==> src/rtl/branch_predictor_pkg.sv <==
// Shared decode constants and branch-predictor counter encoding.
// Saturating 2-bit counter states live next to the branch opcodes.
package branch_predictor_pkg;

    localparam logic [6:0] OPC_BRANCH = 7'b1100011;
    localparam logic [6:0] OPC_JAL    = 7'b1101111;
    localparam logic [6:0] OPC_JALR   = 7'b1100111;

    localparam logic [1:0] CTR_SNT = 2'd0;
    localparam logic [1:0] CTR_WNT = 2'd1;
    localparam logic [1:0] CTR_WT  = 2'd2;
    localparam logic [1:0] CTR_ST  = 2'd3;

    function automatic logic [1:0] ctr_next(
        input logic [1:0] ctr,
        input logic       taken
    );
        logic [1:0] nxt;
        nxt = ctr;
        if (taken) begin
            if (ctr != CTR_ST) nxt = ctr + 2'd1;
        end else begin
            if (ctr != CTR_SNT) nxt = ctr - 2'd1;
        end
        return nxt;
    endfunction

endpackage

==> src/rtl/branch_predictor_bp_cache.sv <==
// Direct-mapped {valid, tag, data} store: bypassed read port,
// raw peek port for the writer, one sync write, async clear.
module bp_cache #(
    parameter int LINES = 8,
    parameter int IDX_W = 3,
    parameter int TAG_W = 27
) (
    input  logic             clk,
    input  logic             rst_n,
    input  logic [IDX_W-1:0] rd_idx_i,
    output logic             rd_valid_o,
    output logic [TAG_W-1:0] rd_tag_o,
    output logic [1:0]       rd_data_o,
    input  logic [IDX_W-1:0] pk_idx_i,
    output logic             pk_valid_o,
    output logic [TAG_W-1:0] pk_tag_o,
    output logic [1:0]       pk_data_o,
    input  logic             wr_en_i,
    input  logic [IDX_W-1:0] wr_idx_i,
    input  logic [TAG_W-1:0] wr_tag_i,
    input  logic [1:0]       wr_data_i
);

    logic             valid_q [LINES];
    logic [TAG_W-1:0] tag_q   [LINES];
    logic [1:0]       data_q  [LINES];

    always_ff @(posedge clk or negedge rst_n) begin
        if (!rst_n) begin
            for (int i = 0; i < LINES; i++) begin
                valid_q[i] <= 1'b0;
                tag_q[i]   <= '0;
                data_q[i]  <= 2'd0;
            end
        end else if (wr_en_i) begin
            valid_q[wr_idx_i] <= 1'b1;
            tag_q[wr_idx_i]   <= wr_tag_i;
            data_q[wr_idx_i]  <= wr_data_i;
        end
    end

    // A same-index write is forwarded so the reader sees post-edge state.
    always_comb begin
        rd_valid_o = valid_q[rd_idx_i];
        rd_tag_o   = tag_q[rd_idx_i];
        rd_data_o  = data_q[rd_idx_i];
        if (wr_en_i && (wr_idx_i == rd_idx_i)) begin
            rd_valid_o = 1'b1;
            rd_tag_o   = wr_tag_i;
            rd_data_o  = wr_data_i;
        end
    end

    assign pk_valid_o = valid_q[pk_idx_i];
    assign pk_tag_o   = tag_q[pk_idx_i];
    assign pk_data_o  = data_q[pk_idx_i];

endmodule

==> src/rtl/branch_predictor.sv <==
// Branch history table with 2-bit counters, trained from execute,
// queried from decode, plus branch/mispredict perf counters.
module branch_predictor
    import branch_predictor_pkg::*;
#(
    parameter int PC_WIDTH = 32,
    parameter int LINES    = 8
) (
    input  logic                clk,
    input  logic                rst_n,
    input  logic [PC_WIDTH-1:0] guess_pc,
    input  logic                guess_valid,
    output logic                guess_taken,
    input  logic [PC_WIDTH-1:0] check_pc,
    input  logic                check_valid,
    input  logic                check_taken,
    input  logic                check_mispred,
    output logic [31:0]         br_count,
    output logic [31:0]         mispred_count
);

    localparam int IDX_W = $clog2(LINES);
    localparam int TAG_W = PC_WIDTH - IDX_W - 2;

    logic [IDX_W-1:0] g_idx, c_idx;
    logic [TAG_W-1:0] g_tag, c_tag;
    logic             rd_valid, pk_valid;
    logic [TAG_W-1:0] rd_tag, pk_tag;
    logic [1:0]       rd_data, pk_data;
    logic             c_hit;
    logic [1:0]       wr_data;
    logic [31:0]      br_q, br_d, mis_q, mis_d;
    logic             unused_pc_lsb;

    assign g_idx = guess_pc[IDX_W+1:2];
    assign g_tag = guess_pc[PC_WIDTH-1:IDX_W+2];
    assign c_idx = check_pc[IDX_W+1:2];
    assign c_tag = check_pc[PC_WIDTH-1:IDX_W+2];
    assign unused_pc_lsb = ^{guess_pc[1:0], check_pc[1:0]};

    bp_cache #(
        .LINES(LINES),
        .IDX_W(IDX_W),
        .TAG_W(TAG_W)
    ) u_cache (
        .clk       (clk),
        .rst_n     (rst_n),
        .rd_idx_i  (g_idx),
        .rd_valid_o(rd_valid),
        .rd_tag_o  (rd_tag),
        .rd_data_o (rd_data),
        .pk_idx_i  (c_idx),
        .pk_valid_o(pk_valid),
        .pk_tag_o  (pk_tag),
        .pk_data_o (pk_data),
        .wr_en_i   (check_valid),
        .wr_idx_i  (c_idx),
        .wr_tag_i  (c_tag),
        .wr_data_i (wr_data)
    );

    // Misses allocate weakly toward the observed outcome.
    assign c_hit   = pk_valid && (pk_tag == c_tag);
    assign wr_data = c_hit ? ctr_next(pk_data, check_taken)
                   : (check_taken ? CTR_WT : CTR_WNT);

    assign guess_taken = guess_valid && rd_valid
                      && (rd_tag == g_tag) && rd_data[1];

    always_comb begin
        br_d  = br_q;
        mis_d = mis_q;
        if (check_valid) begin
            br_d = br_q + 32'd1;
            if (check_mispred) mis_d = mis_q + 32'd1;
        end
    end

    always_ff @(posedge clk or negedge rst_n) begin
        if (!rst_n) begin
            br_q  <= 32'd0;
            mis_q <= 32'd0;
        end else begin
            br_q  <= br_d;
            mis_q <= mis_d;
        end
    end

    assign br_count      = br_q;
    assign mispred_count = mis_q;

endmodule

==> config.mk <==
export PLATFORM = sky130hd
export DESIGN_NAME = branch_predictor
export DESIGN_NICKNAME = d
export VERILOG_FILES = /design/src/rtl/branch_predictor_pkg.sv /design/src/rtl/branch_predictor_bp_cache.sv /design/src/rtl/branch_predictor.sv
export SDC_FILE = /design/constraint.sdc
export NUM_CORES = 1
export LEC_CHECK = 0
export BUFFER_PORTS_ARGS = -buffer_cell sky130_fd_sc_hd__buf_2
export CORE_ASPECT_RATIO = 2
export CORE_UTILIZATION = 45
export DETAILED_ROUTE_END_ITERATION = 10
export GPL_TIMING_DRIVEN = 0
export PLACE_DENSITY = 0.71
export SLEW_MARGIN = 20
export SYNTH_ARGS = -nofsm -noshare
export SYNTH_HDL_FRONTEND = slang
export SYNTH_SLANG_ARGS = --single-unit
==> constraint.sdc <==
create_clock -name clk -period 5.3 [get_ports clk]
set_input_delay 0.53 -clock clk [delete_from_list [all_inputs] [get_ports clk]]
set_output_delay 0.53 -clock clk [all_outputs]
set_load 0.01 [all_outputs]
==> flow_summary.toml <==
[routing]
drt_iter0_drc = 1367
firstDrtPassIters = 6
vias_per_cell = 6.34
drc_errors = 0
wl_um = 59400
vias = 13700
antenna_left = 0
wl_per_cell_um = 27.5

[critical_path]
cp_top_family = "buffers and inverters"
worst-path-stages = 13
cp-end-kind = "primary output"
critPathMaxStageDelay_ns = 0.72
r2r-end = "u_cache.data_q[13]"
crit_type = "input port to primary output"
path_cells = "buf_2 > buf_4 > clkbuf_1 > xnor2_1 > nand4_1 > buf_2 > buf_2 > a21oi_1 > xnor2_1 > nand4_1 > nor4_1 > and3_1 > buf_2"
arrival_ns = 4.85
cp-start-kind = "input port"
setup.worst_path.start = "check_pc[3]"
path_max_fanout = 10
worstSetupEndpoint = "guess_taken"
rrSetupSlack_ns = 1.66
cp_common_cell = "buf_2"
reg2reg_depth = 9
slowest_stage = "clkbuf_1"
path_buf_inv = 6
required_ns = 4.77
r2r-start = "u_cache.tag_q[96]"

[cells_and_area]
multi_input_area_um2 = 8410
nets = 1757
fillers = 3194
syn_to_final_growth_pct = 13.6
finalCoreUtilization_pct = 51.7
finalInstanceArea_um2 = 18800
stdcell_count = 2160
seqCellArea_um2 = 7610
diodes = 0
drive_above_1_share_pct = 23.4

[floorplanning]
ios = 135
dieHeight_um = 273
start_util_pct = 45.5
die_area_um2 = 37600
fp-row-count = 99
core_um2 = 36400
die_w_um = 138

[clock_network]
clk_path_buf_depth = 3
cts-buffers-inserted = 28
clk_latency_ns = 0.58
cts_root_buffer = "clkbuf_16"
cts.sinks = 304
post_cts_buffers = 0
cts_tree = "done"
clk_pin_slew_ns = 0.06
hold_buffers = 0
htreeDepth = 1

[global_routing]
grt_use_met2_pct = 54.5
gr-usage-met1_pct = 32.9
track_usage_pct = 32.3
grt_pass1_vias = 14200
grt_max_degree = 97
top_usage_layer = "met2"
grtUsageMet3_pct = 6.24
antenna_found_initial = 0
grt_pass1_wl_um = 86600
grt-ovfl-total = 0

[logic_synthesis]
synth-edff-count = 0
syn_nets = 1608
synth_seq_cells = 304
syn_area_um2 = 16600
syn_area_per_cell_um2 = 10.8
synthCells = 1536
synthFlopType = "dfrtp_1"
synthArstFlopShare_pct = 100
synth.distinct_cells = 53
yosysWarnings = 0
ys_seq_area_share_pct = 45.9

[run_status]
violations = "hold timing, setup timing"
status = "finished with violations"

[placement]
dpl-instance-area_um2 = 17800
place_inst = 2109
port_buffers = 116
pre_cts_slack_ns = -0.0817
dpl.hpwl_um = 42400
gp_congestion = 1.08

[power_and_ir_drop]
ir_worst_vdd_mv = 0.321
power.density_nw_per_um2 = 369
leakage_nw = 8.55

[timing]
timing.final.crit_share_pct = 102
hold_ws_ns = -0.0306
period_minus_slack_ns = 5.38
setup_viol = 1
hold_violations = 6
finalClockSkew_ns = 0.0184
worst_slew_pin_slew_ns = 1.25
finalMaxSlewViolations = 0
rsz0062_at_grt = "no"
slew-limit-headroom_pct = 16.8
layout_setup_ws_ns = -0.0846
max_freq_mhz = 186

[flow_run]
maxCapViolCount = 0

[min_path]
hold_class = "input port to async pin"
-- power breakdown --
group          switching [W]  internal [W]  leakage (nW)
clock network       0.000951       0.00124         0.469
logic               0.000874      0.000779          4.28
registers           0.000362       0.00273          3.81
total                0.00219       0.00475          8.55
-- cells by family (layout without fill, tap and decap cells) --
kind of cell             after synthesis  count (layout)  share of synthesized area, %
AO/OA/AOI/OAI                        145             145                          5.62
XOR/XNOR                             101             101                          5.34
adder cells (fa/ha/maj)                2               2                         0.151
buffers and inverters                126             296                          3.47
flip-flops                           304             304                          45.9
multiplexers                         272             272                          24.2
AND/OR/NAND/NOR                      586             586                          15.3
-- per-stage QoR --
stage          hold WS, ns  TNS [ns]  power (W)
4_1_cts            0.00985         0    0.00689
2_1_floorplan        0.234         0    0.00410
6_report           -0.0306   -0.0846    0.00694
3_3_place_gp         0.454   -592.49    0.00462
3_5_place_dp         0.458   -0.0817    0.00471
5_1_grt             0.0199         0    0.00719
-- layout make-up --
type	count	share of cell area, %
clock inverters	15	1.00
inverters	12	0.239
well taps	454	3.02
multi-input cells	1106	44.7
flip-flops and latches	304	40.4
repair buffers	119	3.58
clock buffers	36	4.16
plain buffers	114	2.91
-- timing repair --
action                                  CTS  global route
gates resized for setup                   1             7
gates cloned                              0             0
endpoints found under the setup margin    1             1
-- cells in the mapped netlist, types with 25 or more instances --
master,instances,area [µm²]
xnor2_1,81,709
clkbuf_1,79,297
nand2_1,368,1380
mux4_2,84,1890
dfrtp_1,304,7610
mux2i_1,70,701
mux2_2,112,1260
o21ai_0,62,310
nor2_1,65,244
nand4_1,25,156
nand3_1,44,220
-- flip-flops by register name (all words and copies together) (netlist names) --
signal,flops
br_count,32
u_cache.valid_q,8
u_cache.data_q,16
mispred_count,32
u_cache.tag_q,216
-- routing by layer --
metal,up-vias,share of wire (%),wire (µm)
met1,6731,33,19300
met4,0,11,6510
met2,884,49,29100
met3,355,7.5,4450
met5,-,0,0
li1,5714,-,-
-- cells in the final DEF, fill, tap and decap left out, drive strengths merged, types with 44 or more instances in the layout --
master and count:
dfrtp 304, nand3 44, nor2 65, o21ai 62
buf 153, xnor2 81, clkbuf 114, mux2 112
mux4 90, mux2i 70, nand2 368
-- worst min-delay path by stage --
stage | from | end | slack, ns | cells after the start
finish | rst_n | mispred_count[15] | -0.03 | 1
global route | rst_n | mispred_count[15] | 0.02 | 1
CTS | rst_n | mispred_count[15] | 0.01 | 1
detailed placement | br_count[31] | br_count[31] | 0.46 | 1
global placement | u_cache.data_q[4] | u_cache.data_q[4] | 0.45 | 2
floorplan | rst_n | br_count[0] | 0.23 | 0
Power figures use the tool's default switching activity.
